===== src/rtl/legv8_isa_pkg.sv =====
// LEGv8 instruction-set definitions shared by the instruction loader and its field packer.
// Contents: instruction format codes, field widths and bit positions, opcode constants,
// the decoded-field bundle type and a format legality helper.
package legv8_isa_pkg;

    // Widths of the decoded field bundle
    localparam int unsigned WORD_W    = 32;
    localparam int unsigned FORMAT_W  = 3;
    localparam int unsigned OPCODE_W  = 11;
    localparam int unsigned REG_W     = 5;
    localparam int unsigned SHAMT_W   = 6;
    localparam int unsigned IMM_W     = 26;
    localparam int unsigned COUNT_W   = 7;

    // Opcode widths per format (opcodes arrive MSB-aligned in an 11-bit field)
    localparam int unsigned R_OP_W    = 11;
    localparam int unsigned I_OP_W    = 10;
    localparam int unsigned D_OP_W    = 11;
    localparam int unsigned CB_OP_W   = 8;
    localparam int unsigned B_OP_W    = 6;

    // Immediate widths per format
    localparam int unsigned I_IMM_W   = 12;
    localparam int unsigned D_IMM_W   = 9;
    localparam int unsigned CB_IMM_W  = 19;
    localparam int unsigned B_IMM_W   = 26;
    localparam int unsigned D_OP2_W   = 2;

    // Bit positions inside the 32-bit machine word
    localparam int unsigned RD_LSB     = 0;
    localparam int unsigned RN_LSB     = 5;
    localparam int unsigned SHAMT_LSB  = 10;
    localparam int unsigned RM_LSB     = 16;
    localparam int unsigned R_OP_LSB   = 21;
    localparam int unsigned I_IMM_LSB  = 10;
    localparam int unsigned I_OP_LSB   = 22;
    localparam int unsigned D_OP2_LSB  = 10;
    localparam int unsigned D_IMM_LSB  = 12;
    localparam int unsigned D_OP_LSB   = 21;
    localparam int unsigned CB_RT_LSB  = 0;
    localparam int unsigned CB_IMM_LSB = 5;
    localparam int unsigned CB_OP_LSB  = 24;
    localparam int unsigned B_IMM_LSB  = 0;
    localparam int unsigned B_OP_LSB   = 26;

    // Instruction format codes; 5..7 are illegal
    typedef enum logic [FORMAT_W-1:0] {
        FMT_R  = 3'd0,
        FMT_I  = 3'd1,
        FMT_D  = 3'd2,
        FMT_B  = 3'd3,
        FMT_CB = 3'd4
    } format_e;

    // Opcode constants, MSB-aligned to 11 bits
    localparam logic [OPCODE_W-1:0] OP_ADD  = 11'b100_0101_1000;
    localparam logic [OPCODE_W-1:0] OP_ADDI = 11'b100_1000_1000;
    localparam logic [OPCODE_W-1:0] OP_LDUR = 11'b111_1100_0010;
    localparam logic [OPCODE_W-1:0] OP_STUR = 11'b111_1100_0000;
    localparam logic [OPCODE_W-1:0] OP_B    = 11'b000_1010_0000;
    localparam logic [OPCODE_W-1:0] OP_CBZ  = 11'b101_1010_0000;
    localparam logic [OPCODE_W-1:0] OP_CBNZ = 11'b101_1010_1000;

    // Decoded instruction bundle as presented by the host
    typedef struct packed {
        logic [FORMAT_W-1:0] format;
        logic [OPCODE_W-1:0] opcode;
        logic [REG_W-1:0]    rd;
        logic [REG_W-1:0]    rn;
        logic [REG_W-1:0]    rm;
        logic [SHAMT_W-1:0]  shamt;
        logic [IMM_W-1:0]    imm;
    } instr_fields_t;

    // True for the five encodable formats
    function automatic logic isLegalFormat(input logic [FORMAT_W-1:0] fmt);
        return fmt <= FORMAT_W'(FMT_CB);
    endfunction

endpackage


===== src/rtl/instr_field_packer.sv =====
// Combinational packer: decoded LEGv8 fields -> 32-bit machine word.
// Ports:
//   fields     decoded bundle (format, opcode, registers, shamt, immediate)
//   word       packed R/I/D/B/CB instruction; zero for illegal formats
//   rangeError immediate does not fit its field (only with IMM_RANGE_CHECK_EN)
// Build option: IMM_RANGE_CHECK_EN enables immediate range checking; otherwise the
// immediate is truncated to the field width and rangeError is tied low.
module instr_field_packer
    import legv8_isa_pkg::*;
(
    input  instr_fields_t       fields,
    output logic [WORD_W-1:0]   word,
    output logic                rangeError
);

    // Field concatenation per format
    always_comb begin
        word = '0;
        case (fields.format)
            FMT_R:  word = {fields.opcode[OPCODE_W-1 -: R_OP_W], fields.rm, fields.shamt,
                            fields.rn, fields.rd};
            FMT_I:  word = {fields.opcode[OPCODE_W-1 -: I_OP_W], fields.imm[I_IMM_W-1:0],
                            fields.rn, fields.rd};
            FMT_D:  word = {fields.opcode[OPCODE_W-1 -: D_OP_W], fields.imm[D_IMM_W-1:0],
                            fields.shamt[D_OP2_W-1:0], fields.rn, fields.rd};
            FMT_B:  word = {fields.opcode[OPCODE_W-1 -: B_OP_W], fields.imm[B_IMM_W-1:0]};
            FMT_CB: word = {fields.opcode[OPCODE_W-1 -: CB_OP_W], fields.imm[CB_IMM_W-1:0],
                            fields.rd};
            default: word = '0;
        endcase
    end

`ifdef IMM_RANGE_CHECK_EN
    // Upper immediate bits must be zero (I) or copies of the field sign bit (D/CB)
    logic dHighOnes, dHighZeros, cbHighOnes, cbHighZeros;

    always_comb begin
        dHighOnes   = &fields.imm[IMM_W-1:D_IMM_W-1];
        dHighZeros  = ~(|fields.imm[IMM_W-1:D_IMM_W-1]);
        cbHighOnes  = &fields.imm[IMM_W-1:CB_IMM_W-1];
        cbHighZeros = ~(|fields.imm[IMM_W-1:CB_IMM_W-1]);
        rangeError  = 1'b0;
        case (fields.format)
            FMT_I:  rangeError = |fields.imm[IMM_W-1:I_IMM_W];
            FMT_D:  rangeError = ~(dHighOnes | dHighZeros);
            FMT_CB: rangeError = ~(cbHighOnes | cbHighZeros);
            default: rangeError = 1'b0;   // B spans the whole immediate
        endcase
    end
`else
    assign rangeError = 1'b0;
`endif

endmodule


===== src/rtl/instruction_loader.sv =====
// Instruction-cache program loader: accepts decoded field bundles over valid/ready,
// packs them into LEGv8 words and writes them at consecutive word addresses from a
// base address, one program load per start pulse.
// Ports:
//   clock, resetN            clock (rising edge), asynchronous active-low reset
//   start, baseAddress       begin a load at baseAddress (bits [1:0] forced to 0)
//   inValid/inReady/inLast   bundle handshake; inLast marks the final instruction
//   inFormat..inImm          decoded fields of the bundle
//   wrEnable/wrAddress/wrData instruction-cache write port (registered)
//   busy, done, wordCount    load status; done pulses with the final write
//   errorFlag                sticky illegal-format / range error, cleared by start
// Build option: IMM_RANGE_CHECK_EN (see instr_field_packer) rejects out-of-range immediates.
module instruction_loader
    import legv8_isa_pkg::*;
#(
    parameter int unsigned DEPTH  = 64,
    parameter int unsigned ADDR_W = 32
) (
    input  logic                 clock,
    input  logic                 resetN,
    input  logic                 start,
    input  logic [ADDR_W-1:0]    baseAddress,
    input  logic                 inValid,
    output logic                 inReady,
    input  logic                 inLast,
    input  logic [FORMAT_W-1:0]  inFormat,
    input  logic [OPCODE_W-1:0]  inOpcode,
    input  logic [REG_W-1:0]     inRd,
    input  logic [REG_W-1:0]     inRn,
    input  logic [REG_W-1:0]     inRm,
    input  logic [SHAMT_W-1:0]   inShamt,
    input  logic [IMM_W-1:0]     inImm,
    output logic                 wrEnable,
    output logic [ADDR_W-1:0]    wrAddress,
    output logic [WORD_W-1:0]    wrData,
    output logic                 busy,
    output logic                 done,
    output logic [COUNT_W-1:0]   wordCount,
    output logic                 errorFlag
);

    localparam logic [COUNT_W-1:0] DEPTH_C      = COUNT_W'(DEPTH);
    localparam logic [COUNT_W-1:0] LAST_ACCEPT  = COUNT_W'(DEPTH - 1);
    localparam logic [ADDR_W-1:0]  ALIGN_MASK   = ~ADDR_W'(3);

    typedef enum logic [1:0] {
        IDLE    = 2'd0,
        LOADING = 2'd1,
        DRAIN   = 2'd2
    } state_e;

    state_e               state, stateNext;
    logic [ADDR_W-1:0]    baseReg, baseNext;
    logic [COUNT_W-1:0]   acceptCount, acceptNext;
    logic                 inReadyNext, wrEnableNext, busyNext, doneNext, errorFlagNext;
    logic [ADDR_W-1:0]    wrAddressNext;
    logic [WORD_W-1:0]    wrDataNext;
    logic [COUNT_W-1:0]   wordCountNext;

    instr_fields_t        fields;
    logic [WORD_W-1:0]    packedWord;
    logic                 rangeError;
    logic                 handshake;
    logic                 rejected;

    // Field bundle feeding the packer
    assign fields = '{format: inFormat, opcode: inOpcode, rd: inRd, rn: inRn,
                      rm: inRm, shamt: inShamt, imm: inImm};

    instr_field_packer uPacker (
        .fields     (fields),
        .word       (packedWord),
        .rangeError (rangeError)
    );

    // inReady is only ever high in LOADING, so this is the accepted-bundle strobe
    assign handshake = inValid && inReady;
    assign rejected  = !isLegalFormat(inFormat) || rangeError;

    // Next-state and next-output logic
    always_comb begin
        stateNext     = state;
        baseNext      = baseReg;
        acceptNext    = acceptCount;
        inReadyNext   = inReady;
        wrEnableNext  = 1'b0;
        wrAddressNext = wrAddress;
        wrDataNext    = wrData;
        busyNext      = busy;
        doneNext      = 1'b0;
        wordCountNext = wordCount;
        errorFlagNext = errorFlag;

        case (state)
            IDLE: begin
                if (start) begin
                    stateNext     = LOADING;
                    baseNext      = baseAddress & ALIGN_MASK;
                    acceptNext    = '0;
                    wordCountNext = '0;
                    errorFlagNext = 1'b0;
                    inReadyNext   = 1'b1;
                    busyNext      = 1'b1;
                end
            end

            LOADING: begin
                if (handshake) begin
                    acceptNext = acceptCount + COUNT_W'(1);
                    if (rejected) begin
                        // Rejected bundles consume a slot but leave the address untouched
                        errorFlagNext = 1'b1;
                    end else begin
                        wrEnableNext  = 1'b1;
                        wrAddressNext = baseReg + (ADDR_W'(wordCount) << 2);
                        wrDataNext    = packedWord;
                        if (wordCount != DEPTH_C) begin
                            wordCountNext = wordCount + COUNT_W'(1);
                        end
                    end
                    if (inLast || (acceptCount == LAST_ACCEPT)) begin
                        // Final write lands in the DRAIN cycle together with done
                        stateNext   = DRAIN;
                        inReadyNext = 1'b0;
                        busyNext    = 1'b0;
                        doneNext    = 1'b1;
                    end
                end
            end

            DRAIN: begin
                stateNext = IDLE;
            end

            default: begin
                stateNext   = IDLE;
                inReadyNext = 1'b0;
                busyNext    = 1'b0;
            end
        endcase
    end

    // State and registered outputs
    always_ff @(posedge clock or negedge resetN) begin
        if (!resetN) begin
            state       <= IDLE;
            baseReg     <= '0;
            acceptCount <= '0;
            inReady     <= 1'b0;
            wrEnable    <= 1'b0;
            wrAddress   <= '0;
            wrData      <= '0;
            busy        <= 1'b0;
            done        <= 1'b0;
            wordCount   <= '0;
            errorFlag   <= 1'b0;
        end else begin
            state       <= stateNext;
            baseReg     <= baseNext;
            acceptCount <= acceptNext;
            inReady     <= inReadyNext;
            wrEnable    <= wrEnableNext;
            wrAddress   <= wrAddressNext;
            wrData      <= wrDataNext;
            busy        <= busyNext;
            done        <= doneNext;
            wordCount   <= wordCountNext;
            errorFlag   <= errorFlagNext;
        end
    end

endmodule


===== config.mk =====
export PLATFORM = sky130hd
export DESIGN_NAME = instruction_loader
export DESIGN_NICKNAME = d
export VERILOG_FILES = /design/src/rtl/legv8_isa_pkg.sv /design/src/rtl/instr_field_packer.sv /design/src/rtl/instruction_loader.sv
export SDC_FILE = /design/constraint.sdc
export NUM_CORES = 1
export LEC_CHECK = 0
export ABC_AREA = 1
export ABC_CLOCK_PERIOD_IN_PS = 2600
export CORE_ASPECT_RATIO = 1.2
export CORE_MARGIN = 8
export CORE_UTILIZATION = 30
export CTS_CLUSTER_SIZE = 20
export DETAILED_ROUTE_END_ITERATION = 6
export SYNTH_ARGS = -nofsm -noshare
export SYNTH_HDL_FRONTEND = slang
export SYNTH_SLANG_ARGS = --single-unit

===== constraint.sdc =====
create_clock -name clock -period 2.6 [get_ports clock]
set_input_delay 0.26 -clock clock [delete_from_list [all_inputs] [get_ports clock]]
set_output_delay 0.26 -clock clock [all_outputs]
set_load 0.01 [all_outputs]

==> key figures, run 1 <==
STA
  – Final worst slack: 451.0 ps
  – Final number of setup-violating endpoints: 0
  – Pins over their slew limit: 0
  – Final Hold Fails: 0
  – Clk_skew: 12.14 ps
  – Sum Neg Setup Slack: 0 ps
  – Final worst path period need: 2149 ps
  – Worst Tran Pin Value: 683.4 ps
  – Part of the cycle the worst path needs: 0.8265
  – Headroom to the max-slew limit: 0.5444
  – Fmax: 465.3 MHz
  – Hold Slack: 342.6 ps
  – RSZ-0062 raised after global routing: no

Worst setup path
  – Buffers and inverters on the worst path: 2
  – WS Path Type: register to register
  – Crit path arrival time: 2400 ps
  – Most frequent CP cell: nand2_1
  – Critical-path cell list: ha_1 -> inv_1 -> fa_1 -> inv_1 -> nand3_1 -> nand3_1 -> nand3_1 -> nand2_1 -> nand2_1 -> nand2_1 -> nand2_1 -> nand2_1 -> nand2_1
  – Worst R2R Setup Slack: 450 ps
  – Max incr delay on CP: 430 ps
  – WP data required: 2850 ps
  – Critical Path Source Type: register
  – RR Startpoint: wordCount[0]
  – Crit-path max FO: 7
  – CP Capture Type: register
  – Worst r2r path cells: 13
  – RR Endpoint: wrAddress[30]
  – Largest delay share family, worst path: simple AND/OR/NAND/NOR gates
  – Critical path's slowest cell: dfrtp_1

Logic synthesis
  – Syn avg cell area: 7.393 sq um
  – Synth async-reset ratio: 1.000
  – Yosys cell types: 37
  – Top cell type's share of synthesized area: 0.4612
  – Most frequent cells after synthesis: nand2_1 (299), dfrtp_1 (112), inv_1 (79), nor2_1 (78), nand3_1 (67)
  – Post-Syn Area: 0.006077 sq mm
  – Largest cells by area after synthesis: dfrtp_1 (46%), nand2_1 (18%), nand3_1 (5.5%)
  – Post-synth EDFFs: 0
  – Yosys reg bits: 112
  – Most common cell in the netlist: nand2_1
  – Main synth FF type: dfrtp_1
  – Sequential share of the synthesized area: 0.4612
  – Synth warn: 0
  – Cell taking the most area after synthesis: dfrtp_1
  – Post-Synthesis Cells: 822

Clocking
  – Root Buffer: clkbuf_16
  – H-tree depth: 3
  – Clock transition at path regs: 80 ps
  – Post-CTS setup buffer count: 0
  – CTS tree: yes
  – Max Buffers Root-to-Sink: 2
  – Sink Count: 112
  – CTS Buf Count: 9
  – Clk_lat worst skew: 360 ps

Layout
  – # nets final: 1095
  – Final Core Density: 0.4182
  – Diode count: 0
  – Fill count: 2089
  – Final Non-Filler Cells: 1256
  – Layout Area Growth over Synthesis: 37.90%
  – Layout cell share with drive strength beyond 1: 0.04137

GRT
  – GRT Resource Usage Total: 0.1568
  – Initial antenna violation count: 0
  – First-pass GRT wire length: 31080 um
  – Number of global-route vias before repair: 5749
  – Overflow after GRT: 0
  – Largest net degree at the start of global routing: 69

Route
  – Routed Wire Length: 19510 um
  – Drt first-iter violations: 330
  – DRT Pass-1 Iters: 5
  – Via density: 4.572
  – DR vias: 5742
  – Antenna viol nets, final: 0
  – DRC: 0
  – Routed length per instance: 15.53 um

Power and ir drop
  – Static Leakage: 4.010 nW
  – Pwr dens: 424.1 mW/mm^2
  – Peak supply drop: 0.3664 mV

Floorplan
  – # rows: 57
  – Die Y: 171.9 um
  – Die area: 0.02509 sq mm
  – Die width: 145.9 um
  – Core area: 0.02004 sq mm
  – Initial Utilization: 0.3032
  – # IOs: 174

Placement
  – HPWL Detailed: 15000 um
  – Buffers added on ports: 169
  – Dpl cells: 1239
  – Final Wtd Congestion: 0.8755
  – Pre-CTS WS: 453.6 ps

Worst hold path
  – Hold Crit Class: primary input to async pin

Run status
  – Outcome: complete, no violations

Flow run
  – # Max-Cap Violations: 0
==> sequential cells by signal (all words and copies together), names as in the netlist <==
name         flops
baseReg         30
busy             1
wrData          32
state            2
acceptCount      7
wrEnable         1
done             1
wordCount        7
wrAddress       30
errorFlag        1
==> through the flow <==
step / total power, mW / area [sq um]
6_report: 3.554 / 8381
2_1_floorplan: 1.837 / 6081
3_3_place_gp: 2.056 / 8050
5_1_grt: 3.697 / 8381
3_5_place_dp: 2.055 / 8050
4_1_cts: 3.612 / 8381
==> repair_timing <==
action | 4_1_cts | 5_1_grt
gates resized for setup | 0 | 0
endpoints found under the hold margin | 20 | 0
endpoints found under the setup margin | 0 | 0
hold buffers | 1 | 0
==> power breakdown <==
| part | total [mW] | internal [mW] | switching, mW |
|---|---|---|---|
| Sequential | 1.74 | 1.74 | 0 |
| Clock | 1.54 | 0.848 | 0.688 |
| Combinational | 0.278 | 0.154 | 0.125 |
| Total | 3.55 | 2.74 | 0.812 |
==> layer usage <==
layer,wire (um),part of all wire,track usage
met1,8733,0.45,0.1977
met2,9299,0.48,0.2648
met3,1124,0.058,0.02801
met4,353,0.018,0.05893
met5,0,0,0
==> how the worst max path moves through the flow <==
stage	startpoint	slack [ps]	to	depth (start not counted)
final	wordCount[0]	450	wrAddress[30]	13
after global routing	wordCount[0]	240	wrAddress[30]	13
after CTS	wordCount[0]	430	wrAddress[30]	13
after detailed placement	wordCount[0]	450	wrAddress[30]	13
after global placement	wordCount[0]	460	wrAddress[30]	13
after floorplan	wordCount[0]	700	wrAddress[30]	13
==> cell type report <==
cell class / count / area [sq um] / share of cell area
flip-flops and latches: 112 / 2803 / 0.3344
clock inverters: 7 / 95.09 / 0.01135
clock buffers: 9 / 225.2 / 0.02687
well taps: 265 / 331.6 / 0.03956
repair buffers: 182 / 1839 / 0.2195
inverters: 82 / 307.8 / 0.03673
multi-input cells: 599 / 2779 / 0.3316
==> kinds of logic (layout without fill, tap and decap cells) <==
family                     count (synthesis)  count (layout)  share of synthesized area
AOI/OAI and AO/OA                        105             105                     0.1009
DFF                                      112             112                     0.4612
and+or+nand+nor                          468             468                     0.3125
adders and majority gates                 11              11                    0.02388
buffers and inverters                    112             280                    0.08215
other                                      1               2                  0.0006171
xor gates and xnor gates                  13              13                    0.01874
==> layout by cell type, fill, tap and decap left out, types with 9 or more instances in the layout <==
cell and n:
nand2_1 299, xnor2_1 9, buf_4 9, nand3_1 67, a21oi_1 31, dfrtp_1 112, o21ai_0 44, inv_1 79
nor2_1 78, clkbuf_16 9, clkdlybuf4s50_1 168, ha_1 10
(Power assumes the default switching activity.)
==> run 2: changes to the inputs <==
Settings changed: ABC_CLOCK_PERIOD_IN_PS 2600 to 1900.
Clock period 2.6 ns to 1.9 ns, I/O delays scaled along.
==> run 2 against run 1 <==
Via count grew 3.6%; final area grew 3.2%; final cell count grew 2.2%; sequential power grew 37%; utilization grew 1.3 points; global-route usage grew 0.29 points; combinational power grew 40%; clock-buffer cell count grew 1.
==> key figures, run 2 (synthesis results as in run 1) <==
Run status
  – Outcome: complete, no violations

Worst setup path
  – WS Path Type: register to output port
  – WP data required: 1710 ps (-1140 ps)
  – Critical Path Source Type: register
  – Crit path arrival time: 1610 ps (-790 ps)
  – Crit-path max FO: 4 (-3)
  – CP Capture Type: output port
  – CP Launch Point: wordCount[0]
  – RR Startpoint: wordCount[0]

STA
  – Final number of setup-violating endpoints: 0 (unchanged)
  – Headroom to the max-slew limit: 0.5381 (-0.006280)
  – Clk_skew: 11.68 ps (-0.4574 ps)
  – Worst Tran Pin Value: 692.8 ps (+9.421 ps)
  – Final worst path period need: 1801 ps
  – Part of the cycle the worst path needs: 0.9481
  – Hold Slack: 358.2 ps (+15.54 ps)
  – Final Hold Fails: 0 (unchanged)
  – Fmax: 555.1 MHz
  – Pins over their slew limit: 0 (unchanged)

Placement
  – Final Wtd Congestion: 0.8745 (-0.11%)
  – Buffers added on ports: 169 (unchanged)
  – HPWL Detailed: 15440 um (+2.9%)

Layout
  – Final Core Density: 0.4316 (+0.01342)
  – Most frequent cells in the layout: nand2_1 (295), clkdlybuf4s50_1 (168), dfrtp_1 (112)
  – # nets final: 1123 (+2.6%)
  – Layout cell share with drive strength beyond 1: 0.08243 (+0.04106)
  – Most flops, register: wrData
  – Layout Area Growth over Synthesis: 42.33%
  – Max FFs per register: 32 (unchanged)
  – Commonest non-fill, non-tap cell in the layout: nand2_1
  – Regs by FF count: wrData (32), baseReg (30), wrAddress (30)
  – Diode count: 0 (unchanged)

GRT
  – First-pass GRT wire length: 31800 um (+2.3%)
  – Overflow after GRT: 0 (unchanged)
  – GRT Resource Usage Total: 0.1597 (+0.002859)
  – Largest net degree at the start of global routing: 53 (-23%)
  – Number of global-route vias before repair: 6090 (+5.9%)
  – Initial antenna violation count: 0 (unchanged)

Floorplan
  – Die Y: 171.9 um (unchanged)
  – Die area: 0.02509 sq mm (unchanged)
  – Initial Utilization: 0.3032 (unchanged)
  – Die width: 145.9 um (unchanged)
  – Core area: 0.02004 sq mm (unchanged)
  – # IOs: 174 (unchanged)
  – # rows: 57 (unchanged)

Route
  – Drt first-iter violations: 359 (+8.8%)
  – Routed length per instance: 15.37 um (-1.1%)
  – DR vias: 5947 (+3.6%)
  – Via density: 4.632 (+1.3%)
  – Antenna viol nets, final: 0 (unchanged)
  – DRC: 0 (unchanged)
  – Routed Wire Length: 19730 um (+1.2%)
  – DRT Pass-1 Iters: 5 (unchanged)

Power and ir drop
  – Static Leakage: 4.139 nW (+3.2%)
  – Peak supply drop: 0.4267 mV (+16%)
  – Pwr dens: 535.0 mW/mm^2 (+26%)

Clocking
  – Clk_lat worst skew: 360 ps (about the same)
  – Root Buffer: clkbuf_16
  – Max Buffers Root-to-Sink: 2 (unchanged)
  – CTS tree: yes
  – Clock transition at path regs: 80 ps (about the same)
  – Sink Count: 112 (unchanged)
  – CTS Buf Count: 9 (unchanged)
  – H-tree depth: 3 (unchanged)

Worst hold path
  – HP Start: baseAddress[15]
  – Hold Crit Class: primary input to register

Flow run
  – # Max-Cap Violations: 0 (unchanged)
==> run 2: stage by stage <==
stage	setup WS [ps]	instances	TNS [ps]	total power, mW	area [sq um]
6_report	98.58	1284	0	4.627	8650
5_1_grt	-19.39	1284	-31.01	4.830	8650
4_1_cts	15.32	1283	0	4.716	8573
3_5_place_dp	-28.36	1265	-28.36	2.822	8260
3_3_place_gp	25.20	1265	0	2.823	8260
2_1_floorplan	32.47	823	0	2.513	6083
==> run 2: area by class of cell <==
| cell class | count | area, sq um |
|---|---|---|
| well taps | 265 | 331.6 |
| clock inverters | 6 | 43.79 |
| inverters | 82 | 307.8 |
| flip-flops and latches | 112 | 2803 |
| clock buffers | 10 | 239.0 |
| repair buffers | 210 | 2066 |
| multi-input cells | 599 | 2859 |
| fillers | 2057 | 11390 |
==> run 2: report_power, final <==
part	switching [mW]	internal, mW
sequential	0	2.38
combinational	0.169	0.221
clock	0.927	0.930
total	1.10	3.53
==> run 2: timing repair <==
| action | CTS | global route |
|---|---|---|
| resized for setup | 3 | 13 |
| endpoints found under the setup margin | 1 | 20 |
| hold buffers | 1 | 0 |
| buffers inserted | 1 | 1 |
| pin swaps | 1 | 0 |
| hold endpoints to repair | 41 | 0 |
==> run 2: worst paths after layout <==
check	end	slack, ps	cells after the start
max in group asynchronous	wrAddress[22]	880	3
setup / recovery	wordCount[0]	100	4
hold / removal	baseReg[15]	360	3
setup reg to reg	wrAddress[28]	120	11
hold reg to reg	wrData[30]	480	2
min in group asynchronous	wrAddress[30]	420	2
==> run 2: critical path: stages, from the launching register on <==
cell             delay (ps)
dfrtp_1                 390
buf_4                   130
buf_4                   120
buf_4                   140
clkdlybuf4s50_1         480
==> run 2: metal layers <==
| layer | vias up | wire length, um | global-route usage |
|---|---|---|---|
| li1 | 3007 | - | - |
| met1 | 2753 | 8746 | 0.1975 |
| met2 | 171 | 9601 | 0.2768 |
| met3 | 16 | 1094 | 0.03141 |
| met4 | 0 | 292 | 0.04986 |
| met5 | - | 0 | 0 |
